### src/rtl/code_lock_pkg.sv
// code_lock_pkg: shared types and constants for the parametrised combination lock.
//   state_t            : lock FSM state encoding (LOCKED / UNLOCKED / LOCKOUT)
//   DEFAULT_RESET_CODE : factory code for the default 6 x 4-bit build;
//                        digit 0 sits in the LSBs and is entered first,
//                        giving the entry sequence 3,3,5,2,5,6.
package code_lock_pkg;

  typedef enum logic [1:0] {
    LOCKED   = 2'd0,
    UNLOCKED = 2'd1,
    LOCKOUT  = 2'd2
  } state_t;

  localparam logic [23:0] DEFAULT_RESET_CODE = {4'd6, 4'd5, 4'd2, 4'd5, 4'd3, 4'd3};

endpackage

### src/rtl/lock_timer.sv
// lock_timer: loadable down-counter with a zero flag.
// The lockout period and the optional auto-relock idle window are timed by
// the same instance, because only one of them can be running in any state.
// Ports:
//   clk        in   clock
//   reset      in   synchronous active-high reset (count clears to 0)
//   i_load     in   load i_load_val (takes priority over decrement)
//   i_load_val in   W-bit value to load
//   i_dec      in   decrement by one; holds at zero
//   o_zero     out  count is zero
module lock_timer #(
  parameter int unsigned W = 4
) (
  input  logic         clk,
  input  logic         reset,
  input  logic         i_load,
  input  logic [W-1:0] i_load_val,
  input  logic         i_dec,
  output logic         o_zero
);

  logic [W-1:0] r_count;

  always_ff @(posedge clk) begin
    if (reset) begin
      r_count <= '0;
    end else if (i_load) begin
      r_count <= i_load_val;
    end else if (i_dec && (r_count != '0)) begin
      r_count <= r_count - 1'b1;
    end
  end

  assign o_zero = (r_count == '0);

endmodule

### src/rtl/code_lock.sv
// code_lock: parametrised combination lock with a code register, full-sequence
// evaluation (no early abort on a wrong digit), failed-attempt counting and a
// timed lockout.
// Optional feature macro: CODE_LOCK_AUTO_RELOCK_EN -- when defined, the lock
// returns to LOCKED after AUTO_RELOCK_CYCLES idle cycles in UNLOCKED.
// Ports:
//   clk          in   clock
//   reset        in   synchronous active-high reset
//   digit_valid  in   digit strobe, one digit consumed per cycle
//   digit        in   DIGIT_W keypad digit
//   code_wr      in   load code_in into the code register (UNLOCKED only)
//   code_in      in   CODE_LEN*DIGIT_W new code, digit 0 in LSBs
//   relock       in   return to LOCKED (UNLOCKED only)
//   locked       out  low only in UNLOCKED
//   lockout      out  high only in LOCKOUT
//   unlock_pulse out  one-cycle pulse on entry to UNLOCKED
//   fail_pulse   out  one-cycle pulse on each failed attempt
module code_lock
  import code_lock_pkg::*;
#(
  parameter int unsigned                     DIGIT_W            = 4,
  parameter int unsigned                     CODE_LEN           = 6,
  parameter logic [CODE_LEN*DIGIT_W-1:0]     RESET_CODE         = DEFAULT_RESET_CODE,
  parameter int unsigned                     MAX_FAILS          = 3,
  parameter int unsigned                     LOCKOUT_CYCLES     = 16,
  parameter int unsigned                     AUTO_RELOCK_CYCLES = 64
) (
  input  logic                         clk,
  input  logic                         reset,
  input  logic                         digit_valid,
  input  logic [DIGIT_W-1:0]           digit,
  input  logic                         code_wr,
  input  logic [CODE_LEN*DIGIT_W-1:0]  code_in,
  input  logic                         relock,
  output logic                         locked,
  output logic                         lockout,
  output logic                         unlock_pulse,
  output logic                         fail_pulse
);

  localparam int unsigned IDX_W   = $clog2(CODE_LEN);
  localparam int unsigned FC_W    = $clog2(MAX_FAILS + 1);
  // Timer is sized for whichever period is longer so one counter serves both.
  localparam int unsigned TMR_MAX = (LOCKOUT_CYCLES > AUTO_RELOCK_CYCLES) ?
                                    LOCKOUT_CYCLES : AUTO_RELOCK_CYCLES;
  localparam int unsigned TMR_W   = $clog2(TMR_MAX + 1);

  localparam logic [IDX_W-1:0] IDX_LAST     = IDX_W'(CODE_LEN - 1);
  localparam logic [FC_W-1:0]  FAIL_LAST    = FC_W'(MAX_FAILS - 1);
  localparam logic [TMR_W-1:0] LOCKOUT_LOAD = TMR_W'(LOCKOUT_CYCLES - 1);
`ifdef CODE_LOCK_AUTO_RELOCK_EN
  localparam logic [TMR_W-1:0] RELOCK_LOAD  = TMR_W'(AUTO_RELOCK_CYCLES - 1);
`endif

  state_t                        r_state, w_state_nxt;
  logic [IDX_W-1:0]              r_idx, w_idx_nxt;
  logic                          r_mismatch, w_mismatch_nxt;
  logic [FC_W-1:0]               r_fail_cnt, w_fail_cnt_nxt;
  logic [CODE_LEN*DIGIT_W-1:0]   r_code;
  logic                          r_locked, r_lockout, r_unlock_pulse, r_fail_pulse;

  logic                          w_code_we;
  logic                          w_unlock_set, w_fail_set;
  logic                          w_tmr_load, w_tmr_dec, w_tmr_zero;
  logic [TMR_W-1:0]              w_tmr_load_val;
  logic                          w_digit_ne, w_attempt_bad;

  lock_timer #(
    .W (TMR_W)
  ) u_timer (
    .clk        (clk),
    .reset      (reset),
    .i_load     (w_tmr_load),
    .i_load_val (w_tmr_load_val),
    .i_dec      (w_tmr_dec),
    .o_zero     (w_tmr_zero)
  );

  assign w_digit_ne    = (digit != r_code[r_idx*DIGIT_W +: DIGIT_W]);
  // The final digit's own compare is folded in before the verdict.
  assign w_attempt_bad = r_mismatch | w_digit_ne;

  always_comb begin
    w_state_nxt    = r_state;
    w_idx_nxt      = r_idx;
    w_mismatch_nxt = r_mismatch;
    w_fail_cnt_nxt = r_fail_cnt;
    w_code_we      = 1'b0;
    w_unlock_set   = 1'b0;
    w_fail_set     = 1'b0;
    w_tmr_load     = 1'b0;
    w_tmr_load_val = '0;
    w_tmr_dec      = 1'b0;

    unique case (r_state)
      LOCKED: begin
        if (digit_valid) begin
          if (r_idx == IDX_LAST) begin
            w_idx_nxt      = '0;
            w_mismatch_nxt = 1'b0;
            if (!w_attempt_bad) begin
              w_state_nxt    = UNLOCKED;
              w_unlock_set   = 1'b1;
              w_fail_cnt_nxt = '0;
`ifdef CODE_LOCK_AUTO_RELOCK_EN
              w_tmr_load     = 1'b1;
              w_tmr_load_val = RELOCK_LOAD;
`endif
            end else begin
              w_fail_set = 1'b1;
              // Counter never passes MAX_FAILS-1: the reaching attempt
              // clears it on the way into lockout.
              if (r_fail_cnt >= FAIL_LAST) begin
                w_state_nxt    = LOCKOUT;
                w_fail_cnt_nxt = '0;
                w_tmr_load     = 1'b1;
                w_tmr_load_val = LOCKOUT_LOAD;
              end else begin
                w_fail_cnt_nxt = r_fail_cnt + 1'b1;
              end
            end
          end else begin
            w_idx_nxt      = r_idx + 1'b1;
            w_mismatch_nxt = w_attempt_bad;
          end
        end
      end

      UNLOCKED: begin
        w_code_we = code_wr;
`ifdef CODE_LOCK_AUTO_RELOCK_EN
        if (relock) begin
          w_state_nxt = LOCKED;
          w_idx_nxt   = '0;
        end else if (code_wr || digit_valid) begin
          w_tmr_load     = 1'b1;
          w_tmr_load_val = RELOCK_LOAD;
        end else if (w_tmr_zero) begin
          w_state_nxt = LOCKED;
          w_idx_nxt   = '0;
        end else begin
          w_tmr_dec = 1'b1;
        end
`else
        if (relock) begin
          w_state_nxt = LOCKED;
          w_idx_nxt   = '0;
        end
`endif
      end

      LOCKOUT: begin
        if (w_tmr_zero) begin
          w_state_nxt = LOCKED;
        end else begin
          w_tmr_dec = 1'b1;
        end
      end

      default: begin
        w_state_nxt = LOCKED;
        w_idx_nxt   = '0;
      end
    endcase
  end

  always_ff @(posedge clk) begin
    if (reset) begin
      r_state        <= LOCKED;
      r_idx          <= '0;
      r_mismatch     <= 1'b0;
      r_fail_cnt     <= '0;
      r_code         <= RESET_CODE;
      r_locked       <= 1'b1;
      r_lockout      <= 1'b0;
      r_unlock_pulse <= 1'b0;
      r_fail_pulse   <= 1'b0;
    end else begin
      r_state        <= w_state_nxt;
      r_idx          <= w_idx_nxt;
      r_mismatch     <= w_mismatch_nxt;
      r_fail_cnt     <= w_fail_cnt_nxt;
      if (w_code_we) begin
        r_code <= code_in;
      end
      // Outputs are registered from the next state so they line up with r_state.
      r_locked       <= (w_state_nxt != UNLOCKED);
      r_lockout      <= (w_state_nxt == LOCKOUT);
      r_unlock_pulse <= w_unlock_set;
      r_fail_pulse   <= w_fail_set;
    end
  end

  assign locked       = r_locked;
  assign lockout      = r_lockout;
  assign unlock_pulse = r_unlock_pulse;
  assign fail_pulse   = r_fail_pulse;

endmodule

### config.mk
export PLATFORM = sky130hd
export DESIGN_NAME = code_lock
export DESIGN_NICKNAME = d
export VERILOG_FILES = /design/src/rtl/code_lock_pkg.sv /design/src/rtl/lock_timer.sv /design/src/rtl/code_lock.sv
export SDC_FILE = /design/constraint.sdc
export NUM_CORES = 1
export LEC_CHECK = 0
export BUFFER_PORTS_ARGS = -buffer_cell sky130_fd_sc_hd__buf_2
export CORE_MARGIN = 3
export CORE_UTILIZATION = 59
export CTS_CLUSTER_SIZE = 12
export DETAILED_ROUTE_END_ITERATION = 12
export PLACE_DENSITY_LB_ADDON = 0.3
export SETUP_SLACK_MARGIN = 0.05
export SYNTH_ARGS = -nofsm -noshare
export SYNTH_HDL_FRONTEND = slang
export SYNTH_SLANG_ARGS = --single-unit
### constraint.sdc
create_clock -name clk -period 4.75 [get_ports clk]
set_input_delay 0.95 -clock clk [delete_from_list [all_inputs] [get_ports clk]]
set_output_delay 0.95 -clock clk [all_outputs]
set_load 0.01 [all_outputs]
-- Word level (Yosys, flattened, before mapping)
Cells that the tools add are included.
- input bits: 33
- output and inout port bits: 4
- memories kept: 0
- bits in read-only memories: 0
- logic and storage cells: 68
- bits in writable memories: 0
- register bits: 43
- bits in latches: 0
- div/mod/pow operators: 0
- eq/ne operators: 8
- reduce and logical (&&, ||, !) cells: 9
- multipliers: 0
- shifts and indexed selects: 1
- order comparisons: 1
- multiplexer cells: 31
- bitwise gates (word level): 5
- add/sub/neg operators: 3
- operator list (operator ; number):
    $shiftx 24x6->4 ; 1
    $mux 4 ; 5
    $mux 2 ; 8
    $mux 7 ; 2
    $mux 1 ; 11
    $mux 3 ; 3
    $pmux 3 s3 ; 1
    $logic_not 7->1 ; 1
    $reduce_bool 7->1 ; 1
    $sub 7x1->7 const B ; 1
    $pmux 2 s3 ; 1
    $reduce_and 3->1 ; 2
    $eq 2x2->1 const B ; 2
    $ne 2x2->1 const B ; 2
    $ne 4x4->1 ; 1
    $not 1->1 ; 4
    $reduce_or 4->1 ; 1
    $add 3x1->3 const B ; 1
    $eq 3x3->1 const B ; 1
    $add 2x1->2 const B ; 1
    $eq 2x1->1 const B ; 1
    $ge 2x2->1 const B ; 1
    $logic_not 2->1 ; 1
    $ne 2x1->1 const B ; 1
    other kinds (4) ; 4

-- Longest topological paths before layout
- depth in word-level cells: 8
- mapped depth: 9
- gate-level depth less buffers: 8

-- Hierarchy
A second synthesis with hierarchy kept.
- cell total of the unflattened synthesis: 236
- area total of the unflattened synthesis: 2049.5 um^2
- by module, submodules not included (module ; area an instance (um^2) ; times used ; cells each ; seq. area each (um^2)):
    code_lock ; 1630.3 ; 1 ; 188 ; 720.7
    lock_timer ; 419.2 ; 1 ; 48 ; 140.1

-- Least setup slack after synthesis
Ideal clock, no wire load.
- kind: input to register
- start: input port digit[3]
- end: register u_timer.r_count[4]
- library setup time: 0.091 ns
- data arrival time: 2.316 ns
- path buffers: 0
- data required time: 4.659 ns
- slack: 2.343 ns
- stages: 5
- path through: nor3_1 or3_1 a211o_1 or4_4 a311oi_1
- cells in the longest elaborated chain, start to end: 7
- elaborated cells on any way between the ends: 8
- classes of those cells: eq/ne: 1; mux: 5; bitwise: 1; reduce/logical: 1
- ends and longest elaborated chain (item ; line ; RTL):
    start, declared ; code_lock.sv:31 ; input logic [DIGIT_W-1:0] digit,
    $ne 4x4->1 (*) ; code_lock.sv:79 ; assign w_digit_ne = (digit != r_code[r_idx*DIGIT_W +: DIGIT_W]);
    $or 1x1->1 (*) ; code_lock.sv:81 ; assign w_attempt_bad = r_mismatch | w_digit_ne;
    $mux 1 (*) ; code_lock.sv:101 ; if (!w_attempt_bad) begin
    $mux 1 (*) ; code_lock.sv:98 ; if (r_idx == IDX_LAST) begin
    $mux 1 (*) ; code_lock.sv:97 ; if (digit_valid) begin
    $mux 1 (*) ; code_lock.sv:95 ; unique case (r_state)
    $mux 7 or $reduce_bool 2->1 (tied branches) ; n/a ;
    end signal, assigned ; lock_timer.sv:28 ; r_count <= i_load_val;
    end signal, assigned ; lock_timer.sv:30 ; r_count <= r_count - 1'b1;
    end, declared ; lock_timer.sv:22 ; logic [W-1:0] r_count;
Mark *: on every way between the ends. The rest lies on a longest branch, timed or not.
A chain may end at the register's enable or synchronous reset.

-- Worst setup path after layout
- start: register r_idx[1]
- end: register u_timer.r_count[0]
- cells in the longest elaborated chain, start to end: 8
- elaborated cells on any way between the ends: 14
- classes of those cells: eq/ne: 2; shift: 1; mux: 9; bitwise: 1; reduce/logical: 1
- ends and longest elaborated chain (item ; line ; RTL):
    start, declared ; code_lock.sv:56 ; logic [IDX_W-1:0] r_idx, w_idx_nxt;
    start signal, assigned ; code_lock.sv:180 ; r_idx <= w_idx_nxt;
    $shiftx 24x6->4 ; code_lock.sv:79 ;
    $ne 4x4->1 ; code_lock.sv:79 ;
    $or 1x1->1 ; code_lock.sv:81 ;
    $mux 4 or $mux 1 (tied branches) ; code_lock.sv:101 ;
    $mux 4 or $mux 1 (tied branches) ; code_lock.sv:98 ;
    $mux 4 or $mux 1 (tied branches) ; code_lock.sv:97 ;
    $mux 4 or $mux 1 (tied branches) ; code_lock.sv:95 ;
    $mux 7 or $reduce_bool 2->1 (tied branches) ; n/a ;
Several ways; a longest one is shown, not always the timed one.

==> key figures <==
Outcome
  – Outcome: finished clean

GRT
  – Initial antenna violation count: 0
  – Largest net degree at the start of global routing: a little over 40
  – First-pass GRT wire length: 7360 µm
  – Grt ovf: 0
  – Total global-route track usage: 22.5%
  – Vias in the first global route: about 1700

Worst setup path
  – Cells along the critical path: mux2i_1, nor3_1, or3_1, a211o_1, nor4_2, o32ai_1
  – CP startpoint kind: flop
  – Worst r2r src: r_idx[1]$_SDFFE_PP0P_
  – Critical Path AT: 3150 ps
  – Required time worst endpoint: 4960 ps
  – Critical path fanouts, max: 14
  – Slowest stage cell, crit path: nor4_2
  – Path depth of the worst reg2reg path: 6
  – CP Class: flop to flop
  – Crit end category: flop
  – Flop2flop setup slack: 1810 ps
  – Slowest stage delay, CP: 880 ps
  – CP Buf/Inv Count: 0
  – R2R Path End: u_timer.r_count[0]$_SDFFE_PP0P_
  – CP delay by family, top: simple AND/OR/NAND/NOR gates

Yosys
  – Ys async rst share: 0%
  – Mapped Area: 0.00202 mm²
  – Mux share of post-synthesis cell area: 5.46%
  – Seq/Total Area, Yosys: 42.7%
  – Adder-cell share of the synthesized area: 1.24%
  – Synth warn: 0
  – Xor/xnor share of the synthesized area: under 10%
  – Complex-gate fraction of the synthesized area: 13.8%
  – Number of flops mapped to enable cells by yosys: 0
  – Simple-Gate Fraction of Synth Area: 28.5%
  – Post-Syn Instances: 241
  – Synth Register Bits: 43
  – Mapped Avg Cell Area: 8.37 µm²
  – Post-synth cell types: 41
  – Largest family of logic cells by synthesized area: simple AND/OR/NAND/NOR gates
  – Top_reg_cell synth: dfxtp_1
  – Synthesized Nets: 276

Drt
  – Total Routed Length: 4050 µm
  – Via/cell ratio: about 5.5
  – Routed Antenna Nets: 0
  – Detailed Routing Iterations Pass 1: 4
  – WL/cell: 12.9 µm
  – Drt drc: 0
  – First-iteration detailed-routing DRC count: 148
  – DR vias: 1739

Layout
  – ANT cells: 0
  – Final Cell Area: 0.00224 mm²
  – Fin nets: 304
  – Commonest non-fill, non-tap cell in the layout: nand2_1
  – Area growth, synth to finish: 10.9%
  – Share of post-route cells with drive strength above 1: between 10% and 20%
  – Most frequent cells in the layout: 55 x nand2_1, 43 x dfxtp_1, 36 x buf_2, 18 x a21oi_1, 13 x nand3b_1

Power and ir drop
  – Worst VDD drop: ~0.00019 V
  – Tot Pwr: 583 µW
  – Leak Pwr: 0.000861 µW
  – Pwr dens: 261 mW/mm²

STA
  – Clock skew: around 11 ps
  – Fin crit period: 2940 ps
  – RSZ-0062 raised after global routing: false
  – Worst slew pin tran: ~1000 ps
  – Fin Hold WS: 463 ps
  – Sum Neg Setup Slack: 0 ps
  – Final count of negative-setup-slack endpoints: 0
  – Fmax: approximately 340 MHz
  – Period utilisation layout: 62.0%
  – Slew HR: a little under a third
  – Max-slew violation count: 0
  – Final hold vios: 0

Worst hold path
  – Min-Delay Startpoint: r_code[3]$_SDFFE_PP0P_
  – Hold Path Sink: r_code[3]$_SDFFE_PP0P_
  – Hold Path Depth: 2
  – Tightest Hold Check Type: flop to flop

Place
  – PortBufs: 36
  – Placed instance area: 0.00219 mm²
  – Post-DP HPWL: 2890 µm
  – Placer Congestion: between 0.7 and 0.8

Die
  – Die Y: around 64 µm
  – Starting Density: 64.0%
  – I/O pins: 37
  – Core ar.: ~0.0032 mm²
  – Die width: 64.5 µm
  – Die area: 0.00416 mm²
  – Num rows: 20

Clocking
  – Clock root cell: clkbuf_4
  – Clk sinks: 43
  – CTS tree: yes
  – Clock Latency Late Sink: about 360 ps
  – Clock transition at path regs: 120 ps
  – CTS Buffer Depth: 2
  – Htree depth: 2
  – Post-cts gate resize count: 0
  – Hold buffers post-CTS: 0
  – Post-CTS setup repair buffer count: 0
  – CTS buffer count: 5

Flow run
  – Max-cap violations: 0
==> routing by layer <==
| metal | up-vias | share of wire, % | global-route usage [%] | wire length [µm] |
|---|---|---|---|---|
| li1 | 895 | - | - | - |
| met2 | 43 | 45 | 34.1 | 1830 |
| met3 | 9 | 5.4 | 7.45 | 218 |
| met4 | 0 | 1.8 | 9.50 | 74 |
| met5 | - | 0 | 0 | 0 |
| met1 | 792 | 48 | 29.2 | 1930 |
==> worst register-to-register path: cells and delay by family, from the launching register on <==
kind             cells  cell delay, ps
AND/OR/NAND/NOR      3            1280
flip-flops           1             740
AO/OA/AOI/OAI        2             470
multiplexers         1             300
==> report_power, final <==
group | internal (µW) | total, µW | switching, µW
Clock | 57.8 | 169 | 112
Combinational | 23.5 | 45.2 | 21.7
Sequential | 362 | 368 | 5.88
Total | 444 | 583 | 139
==> Yosys cell counts, types with 2 or more instances <==
library cell  instances  area [µm²]
or3_1                 2        12.5
a311oi_1              3        26.3
dfxtp_1              43         861
clkbuf_1              9        33.8
o21ai_1               2        10.0
o22ai_1               5        31.3
nor3b_1               3        22.5
inv_1                 4        15.0
nand3_1               3        15.0
nand3b_1             13        97.6
xor2_1                5        43.8
nor3_1                5        25.0
nand2b_1              7        43.8
nor2b_1               5        31.3
nor2_1                8        30.0
o32ai_1               4        35.0
mux2i_1              11         110
ha_1                  2        25.0
nand2_1              55         206
o32a_1                2        20.0
xnor2_1               5        43.8
buf_2                 4        20.0
nor4_1                2        12.5
o21ai_0               5        25.0
a21oi_1              18        90.1
==> how the worst max path moves through the flow <==
| stage | to | depth (start not counted) | start | slack, ps |
|---|---|---|---|---|
| 3_5_place_dp | r_state[1]$_SDFF_PP0_ | 6 | digit[3] | 1780 |
| 3_3_place_gp | u_timer.r_count[1]$_SDFFE_PP0P_ | 6 | digit[3] | 1810 |
| 4_1_cts | u_timer.r_count[0]$_SDFFE_PP0P_ | 6 | r_idx[1]$_SDFFE_PP0P_ | 1810 |
| 6_report | u_timer.r_count[0]$_SDFFE_PP0P_ | 6 | r_idx[1]$_SDFFE_PP0P_ | 1810 |
| 5_1_grt | r_state[1]$_SDFF_PP0_ | 6 | r_idx[1]$_SDFFE_PP0P_ | 1520 |
| 2_1_floorplan | u_timer.r_count[4]$_SDFFE_PP0P_ | 5 | digit[3] | 2340 |
==> state kept, by name, summed over array words and instances (netlist names) <==
signal,flops
u_timer.r_count,7
unlock_pulse,1
locked,1
r_idx,3
fail_pulse,1
r_state,2
r_fail_cnt,2
r_mismatch,1
r_code,24
lockout,1
==> final cells by class <==
class	instances	area, µm²
Multi-Input combinational cell	179	1080
Fill cell	267	916
Sequential cell	43	861
Timing Repair Buffer	36	180
Tap cell	44	55.1
Clock buffer	7	45.0
Inverter	4	15.0
Clock inverter	1	5.00
==> logic make-up after synthesis <==
| kind of cell | Yosys count |
|---|---|
| DFF | 43 |
| buffers and inverters | 19 |
| muxes | 11 |
| AOI/OAI and AO/OA | 44 |
| adders and majority gates | 2 |
| and+or+nand+nor | 112 |
| xor gates and xnor gates | 10 |
==> metrics by stage <==
stage	setup slack, ps	cells	util (%)
floorplan	2340	241	-
global placement	1810	306	69.4
detailed placement	1780	306	69.4
CTS	1810	314	71.0
global route	1520	314	71.0
finish	1810	314	71.0
No activity file was read; power rests on OpenSTA's default activity.
